`src/rtl/iob_cache_be_scheduler.sv`:
```
// Back-end scheduler: serialises write-through drains and line
// replacements so only one back-end transaction is outstanding.
module iob_cache_be_scheduler #(
  parameter int ADDR_W        = 32,
  parameter int DATA_W        = 32,
  parameter int WORD_OFFSET_W = 3,
  parameter int STARVE_MAX    = 4
) (
  input  logic clk,
  input  logic rst,
  input  logic req_write_valid,
  input  logic [ADDR_W-$clog2(DATA_W/8)-1:0] req_write_addr,
  input  logic [DATA_W-1:0] req_write_wdata,
  input  logic [DATA_W/8-1:0] req_write_wstrb,
  output logic req_write_ready,
  input  logic req_replace_valid,
  input  logic [ADDR_W-$clog2(DATA_W/8)-WORD_OFFSET_W-1:0] req_replace_addr,
  output logic req_replace,
  output logic be_write_valid,
  output logic [ADDR_W-$clog2(DATA_W/8)-1:0] be_write_addr,
  output logic [DATA_W-1:0] be_write_wdata,
  output logic [DATA_W/8-1:0] be_write_wstrb,
  input  logic be_write_ready,
  output logic be_replace_valid,
  output logic [ADDR_W-$clog2(DATA_W/8)-WORD_OFFSET_W-1:0] be_replace_addr,
  input  logic be_replace
);

  localparam int NBYTES   = DATA_W / 8;
  localparam int NBYTES_W = $clog2(NBYTES);
  localparam int WA_W     = ADDR_W - NBYTES_W;
  localparam int LA_W     = WA_W - WORD_OFFSET_W;
  localparam logic [3:0] SMAX = 4'(STARVE_MAX);

  typedef enum logic [2:0] {
    IDLE,
    WRITE,
    REPL_START,
    REPL_BUSY,
    REPL_DONE
  } state_t;

  state_t state_q, state_d;
  logic [3:0] starve_cnt_q, starve_cnt_d;
  logic [WA_W-1:0] waddr_q, waddr_d;
  logic [DATA_W-1:0] wdata_q, wdata_d;
  logic [NBYTES-1:0] wstrb_q, wstrb_d;
  logic [LA_W-1:0] raddr_q, raddr_d;

  logic [LA_W-1:0] wline;
  logic hazard;
  logic grant_w;

  assign wline = req_write_addr[WA_W-1:WORD_OFFSET_W];
  assign hazard = req_write_valid & req_replace_valid
                & (wline == req_replace_addr);

  // A waiting write wins on a same-line hazard or once starved out
  assign grant_w = req_write_valid
                 & (~req_replace_valid | hazard
                    | (starve_cnt_q == SMAX));

  always_comb begin
    state_d          = state_q;
    starve_cnt_d     = starve_cnt_q;
    waddr_d          = waddr_q;
    wdata_d          = wdata_q;
    wstrb_d          = wstrb_q;
    raddr_d          = raddr_q;
    req_write_ready  = 1'b0;
    req_replace      = 1'b0;
    be_write_valid   = 1'b0;
    be_replace_valid = 1'b0;
    unique case (state_q)
      IDLE: begin
        if (grant_w) begin
          state_d      = WRITE;
          starve_cnt_d = '0;
          waddr_d      = req_write_addr;
          wdata_d      = req_write_wdata;
          wstrb_d      = req_write_wstrb;
        end else if (req_replace_valid) begin
          state_d = REPL_START;
          raddr_d = req_replace_addr;
          if (req_write_valid && starve_cnt_q != SMAX)
            starve_cnt_d = starve_cnt_q + 4'd1;
        end
      end
      WRITE: begin
        be_write_valid  = 1'b1;
        req_write_ready = be_write_ready;
        if (be_write_ready)
          state_d = IDLE;
      end
      REPL_START: begin
        be_replace_valid = 1'b1;
        req_replace      = 1'b1;
        if (be_replace)
          state_d = REPL_BUSY;
      end
      REPL_BUSY: begin
        req_replace = 1'b1;
        if (!be_replace)
          state_d = REPL_DONE;
      end
      // One dead cycle so the stale request of the filled line is dropped
      REPL_DONE: state_d = IDLE;
      default:   state_d = IDLE;
    endcase
  end

  always_ff @(posedge clk) begin
    if (rst) begin
      state_q      <= IDLE;
      starve_cnt_q <= '0;
      waddr_q      <= '0;
      wdata_q      <= '0;
      wstrb_q      <= '0;
      raddr_q      <= '0;
    end else begin
      state_q      <= state_d;
      starve_cnt_q <= starve_cnt_d;
      waddr_q      <= waddr_d;
      wdata_q      <= wdata_d;
      wstrb_q      <= wstrb_d;
      raddr_q      <= raddr_d;
    end
  end

  assign be_write_addr   = waddr_q;
  assign be_write_wdata  = wdata_q;
  assign be_write_wstrb  = wstrb_q;
  assign be_replace_addr = raddr_q;

endmodule

```
`config.mk`:
```
export PLATFORM = sky130hd
export DESIGN_NAME = iob_cache_be_scheduler
export DESIGN_NICKNAME = d
export VERILOG_FILES = /design/src/rtl/iob_cache_be_scheduler.sv
export SDC_FILE = /design/constraint.sdc
export NUM_CORES = 1
export LEC_CHECK = 0
export BUFFER_PORTS_ARGS = -buffer_cell sky130_fd_sc_hd__buf_2
export CORE_UTILIZATION = 51
export CTS_CLUSTER_SIZE = 25
export DETAILED_ROUTE_END_ITERATION = 6
export PLACE_DENSITY = 0.86
export SLEW_MARGIN = 10
export SYNTH_ARGS = -nofsm -noshare
export SYNTH_HDL_FRONTEND = slang
export SYNTH_SLANG_ARGS = --single-unit
```
`constraint.sdc`:
```
create_clock -name clk -period 4.8 [get_ports clk]
set_input_delay 0.96 -clock clk [delete_from_list [all_inputs] [get_ports clk]]
set_output_delay 0.96 -clock clk [all_outputs]
set_load 0.02 [all_outputs]
```
# Yosys cells after proc, flatten, opt, wreduce, memory -nomap -nowiden
# Index checks and enable logic that the tools add are counted.
[totals]
register_bits = 100
wordCells = 46
[classes]
addsub = 1
n_eq_ne = 10
mux = 13
n_bitwise = 7
reduce_logical = 9
[op_table]
columns = ["op", "n"]
rows = [
  ["27-bit == test", 1],
  ["3-bit two-way mux", 5],
  ["4-bit two-way mux", 3],
  ["3-bit case mux with 4 select lines", 1],
  ["3-bit by 2-bit == test with 1-bit output, second input constant", 2],
  ["2-bit != test, second input constant", 3],
  ["3-bit AND reduction", 2],
  ["4-bit by 1-bit adder with 4-bit output, second input constant", 1],
  ["4-bit by 3-bit == test with 1-bit output, second input constant", 1],
  ["1-bit two-way mux", 4],
  ["4-bit by 3-bit != test with 1-bit output, second input constant", 1],
  ["4-bit AND reduction", 1],
  ["2-bit nonzero test", 2],
  ["1-bit AND", 3],
  ["3-bit by 1-bit == test with 1-bit output, second input constant", 1],
  ["3-bit logical NOT", 1],
  ["3-bit != test, second input constant", 1],
  ["1-bit NOT", 2],
  ["1-bit OR", 2],
  ["2-bit AND reduction", 1],
  ["2-bit OR reduction", 1],
  ["1-bit logical AND", 1],
]

# Logic depth before layout (Yosys ltp)
[logic_depth]
word_depth = 7
depth_mapped = 9
ltp_nobuf = 7

# Worst setup path before layout
# OpenSTA, ideal clock, no wires.
[synth_path]
path_kind = "input port to flip-flop"
startpoint = "in req_write_addr[26]"
endpoint = "reg wdata_q[10] (netlist: be_write_wdata[10])"
setup_ps = 72
arrival_time_ps = 2522
required_time_ps = 4728
slack_ps = 2207
stages = 7
path_cell_list = "xor2_1 -> nor4_1 -> nand4_1 -> o31ai_2 -> buf_4 -> buf_4 -> mux2i_1"
[synth_between]
elab_chain_len = 6
[synth_lines]
columns = ["item", "line_no", "text"]
rows = [
  ["start, declared", "12", "input logic [ADDR_W-$clog2(DATA_W/8)-1:0] req_write_addr,"],
  ["27-bit == test", "56", "& (wline == req_replace_addr);"],
  ["1-bit AND", "56", ""],
  ["1-bit OR", "60", "& (~req_replace_valid | hazard"],
  ["1-bit OR", "61", "| (starve_cnt_q == SMAX));"],
  ["1-bit AND", "60", ""],
  ["2-bit AND reduction (no source line)", "n/a", ""],
  ["end signal, assigned", "124", "wdata_q <= wdata_d;"],
  ["end, declared", "46", "logic [DATA_W-1:0] wdata_q, wdata_d;"],
]
# No other way between the ends.
# A chain may end at the register's enable or synchronous reset.

# Final worst setup path
[layout_path]
startpoint = "in req_write_addr[23]"
endpoint = "reg wdata_q[27] (netlist: be_write_wdata[27])"
# Same word-level chain as after synthesis.

==> results.py <==
metrics = {
    "floorplan": {
        "core_um2": 8300,
        "rows": 33,
        "fp.dieArea_um2": 9000,
        "num_io_pins": 196,
        "dieWidth_um": 94.9,
        "die_h_um": 94.9,
        "initial_core_util_pct": 53.0,
    },
    "clock_tree": {
        "cts_root_buf": "clkbuf_8",
        "holdBufCountCts": 0,
        "path_clk_slew_ps": 90,
        "cts_resized": 0,
        "cts_made_buffers": 9,
        "clockBufferDepth": 2,
        "clk_latency_ps": 360,
        "cts_tree": "yes",
        "cts_sinks": 100,
        "htreeDepth": 3,
        "cts_setup_buffers": 0,
    },
    "layout": {
        "layout_common_cells": "buf_2, nand2_1, dfxtp_1",
        "fillCellCount": 690,
        "diodes": 0,
        "layout.nets": 780,
        "drive_above_1_share_pct": 31.8,
        "syn_to_final_growth_pct": 27.3,
        "layout_commonest_cell": "buf_2",
        "instances_no_fill": 788,
    },
    "grt": {
        "grt_pass1_wl_um": 17100,
        "grt_max_degree": 125,
        "antenna_found_initial": 0,
        "grt_usage_pct": 24.7,
        "grt_remaining_overflow": 0,
        "grt_pass1_vias": 3782,
    },
    "worst_setup_path": {
        "worstSetupPathType": "primary input to register",
        "cp_top_family": "buffers and inverters",
        "critPathRequiredTime_ps": 5080,
        "crit_arrival_ps": 3120,
        "critPathMaxStageDelay_ps": 580,
        "worstPathMaxFanout": 39,
        "path_cells": "buf_2 -> xor2_1 -> nor4_1 -> nand4_1 -> o31ai_4 -> buf_4 -> mux2i_1",
        "critical_path_buf_inv_count": 2,
        "crit_slowest_cell": "buf_4",
        "startpoint_type": "primary input",
        "endpoint_kind": "register",
    },
    "logic_synthesis": {
        "synth-async-reset-ratio_pct": 0,
        "yosys_warnings": 0,
        "synth_top_area_share_pct": 45.5,
        "yosysSeqAreaShare_pct": 45.5,
        "yosys-top-cells-area": "dfxtp_1, mux2i_1, nand2_1, xor2_1, clkbuf_1",
        "synth_edf_count": 0,
        "synth_seq_cells": 100,
        "ys_types": 31,
        "syn-mean-instance-area_um2": 8.78,
        "synthFlopType": "dfxtp_1",
        "syn_area_um2": 4400,
        "synth_nets": 602,
        "yosys.area.top_type": "dfxtp_1",
        "syn_inst": 501,
    },
    "pwr": {
        "power.density_nw_per_um2": 402,
        "finalPower_mw": 2.25,
        "peakVddDrop_v": 0.000193,
        "leakagePower_nw": 2.67,
    },
    "sta": {
        "max_slew_margin_pct": 26.1,
        "rsz0062_at_grt": "no",
        "timing.final.max_slew_violations": 0,
        "skew_ps": 12.5,
        "min_period_ps": 2840,
        "setup_viol": 0,
        "hold_violations": 0,
        "fin_tns_setup_ps": 0,
        "tightest_slew_ps": 1110,
        "final.period_utilization_pct": 59.1,
        "fmax_ghz": 0.353,
    },
    "flow_run": {
        "max_cap_viol_count": 0,
    },
    "routing": {
        "drtAntennaViolNets": 0,
        "viasPerCell": 5.14,
        "drc": 0,
        "drtIter0Drc": 181,
        "wl_um": 11400,
        "via_count": 4047,
        "routedWlPerCell_um": 14.4,
        "drt_pass1_iterations": 5,
    },
    "place": {
        "dp_hpwl_um": 8440,
        "globalplace.congestion": 0.855,
        "dp.cells": 773,
        "port_buffers": 195,
    },
    "outcome": {
        "status": "complete, no violations",
    },
    "min_path": {
        "min_path_type": "register to register",
    },
}
-- sequential cells by signal, summed over array words and instances (netlist names) --
name / cells
be_write_wdata: 32
be_write_wstrb: 4
state_q: 3
starve_cnt_q: 4
be_replace_addr: 27
be_write_addr: 30
-- Yosys cell counts, drive strengths merged, types with 3 or more instances --
library cell  instances
nor4                  7
buf                  10
nand2               193
xor2                 27
nand3                 6
clkbuf               22
nor3b                 4
o21ai                 3
inv                   7
dfxtp               100
mux2i                93
nor3                  3
-- area by class of cell --
cell class              instances  area, um^2  area share [%]
clock inverters                 5        62.6            1.12
inverters                       7        28.8           0.514
flip-flops and latches        100        2000            35.7
well taps                     105         131            2.35
repair buffers                199        1010            18.0
multi-input cells             362        2240            40.0
clock buffers                  10         128            2.28
-- worst min-delay path: stages (launching register included) --
cell and delay, ps:
dfxtp_1 320, nand2_1 50, mux2i_1 50
-- stage by stage --
step | setup WS, ps | instance area (um^2) | util [%] | hold WS (ps)
after global routing | 1840 | 5600 | 67.5 | 479
after detailed placement | 1620 | 5410 | 65.2 | 445
final | 1960 | 5600 | 67.5 | 456
after global placement | 1700 | 5410 | 65.2 | 438
after floorplan | 2210 | 4400 | - | 463
after CTS | 1990 | 5600 | 67.5 | 458
-- where the power goes --
part	internal, mW	total [mW]	leakage (nW)	switching [mW]
sequential	0.943	1.01	0.816	0.0675
clock	0.241	0.530	0.0890	0.289
combinational	0.280	0.712	1.77	0.432
total	1.46	2.25	2.67	0.788
-- cells by family (layout without fill, tap and decap cells) --
kind of cell | Yosys count | count (layout) | synth area share, %
buffers and inverters | 39 | 221 | 3.78
xor gates and xnor gates | 29 | 29 | 5.77
muxes | 93 | 93 | 21.2
DFF | 100 | 100 | 45.5
and+or+nand+nor | 223 | 223 | 20.6
AOI/OAI and AO/OA | 15 | 15 | 2.64
adders and majority gates | 2 | 2 | 0.569
-- per-layer routing --
layer | up-vias | part of all wire [%] | track usage (%)
li1 | 1990 | - | -
met3 | 29 | 7.7 | 7.49
met2 | 157 | 49 | 43.0
met5 | - | 0 | 0
met4 | 0 | 2.7 | 11.0
met1 | 1871 | 41 | 27.5
-- path summary, 6_finish.rpt --
check                           from                  end  slack (ps)  depth (start not counted)
setup / recovery  req_write_addr[23]   be_write_wdata[27]        1960                          7
hold / removal      be_write_addr[1]     be_write_addr[1]         460                          2
setup reg to reg     starve_cnt_q[0]  be_replace_addr[22]        2460                          7
hold reg to reg     be_write_addr[1]     be_write_addr[1]         460                          2
No activity file was read; power rests on OpenSTA's default activity.
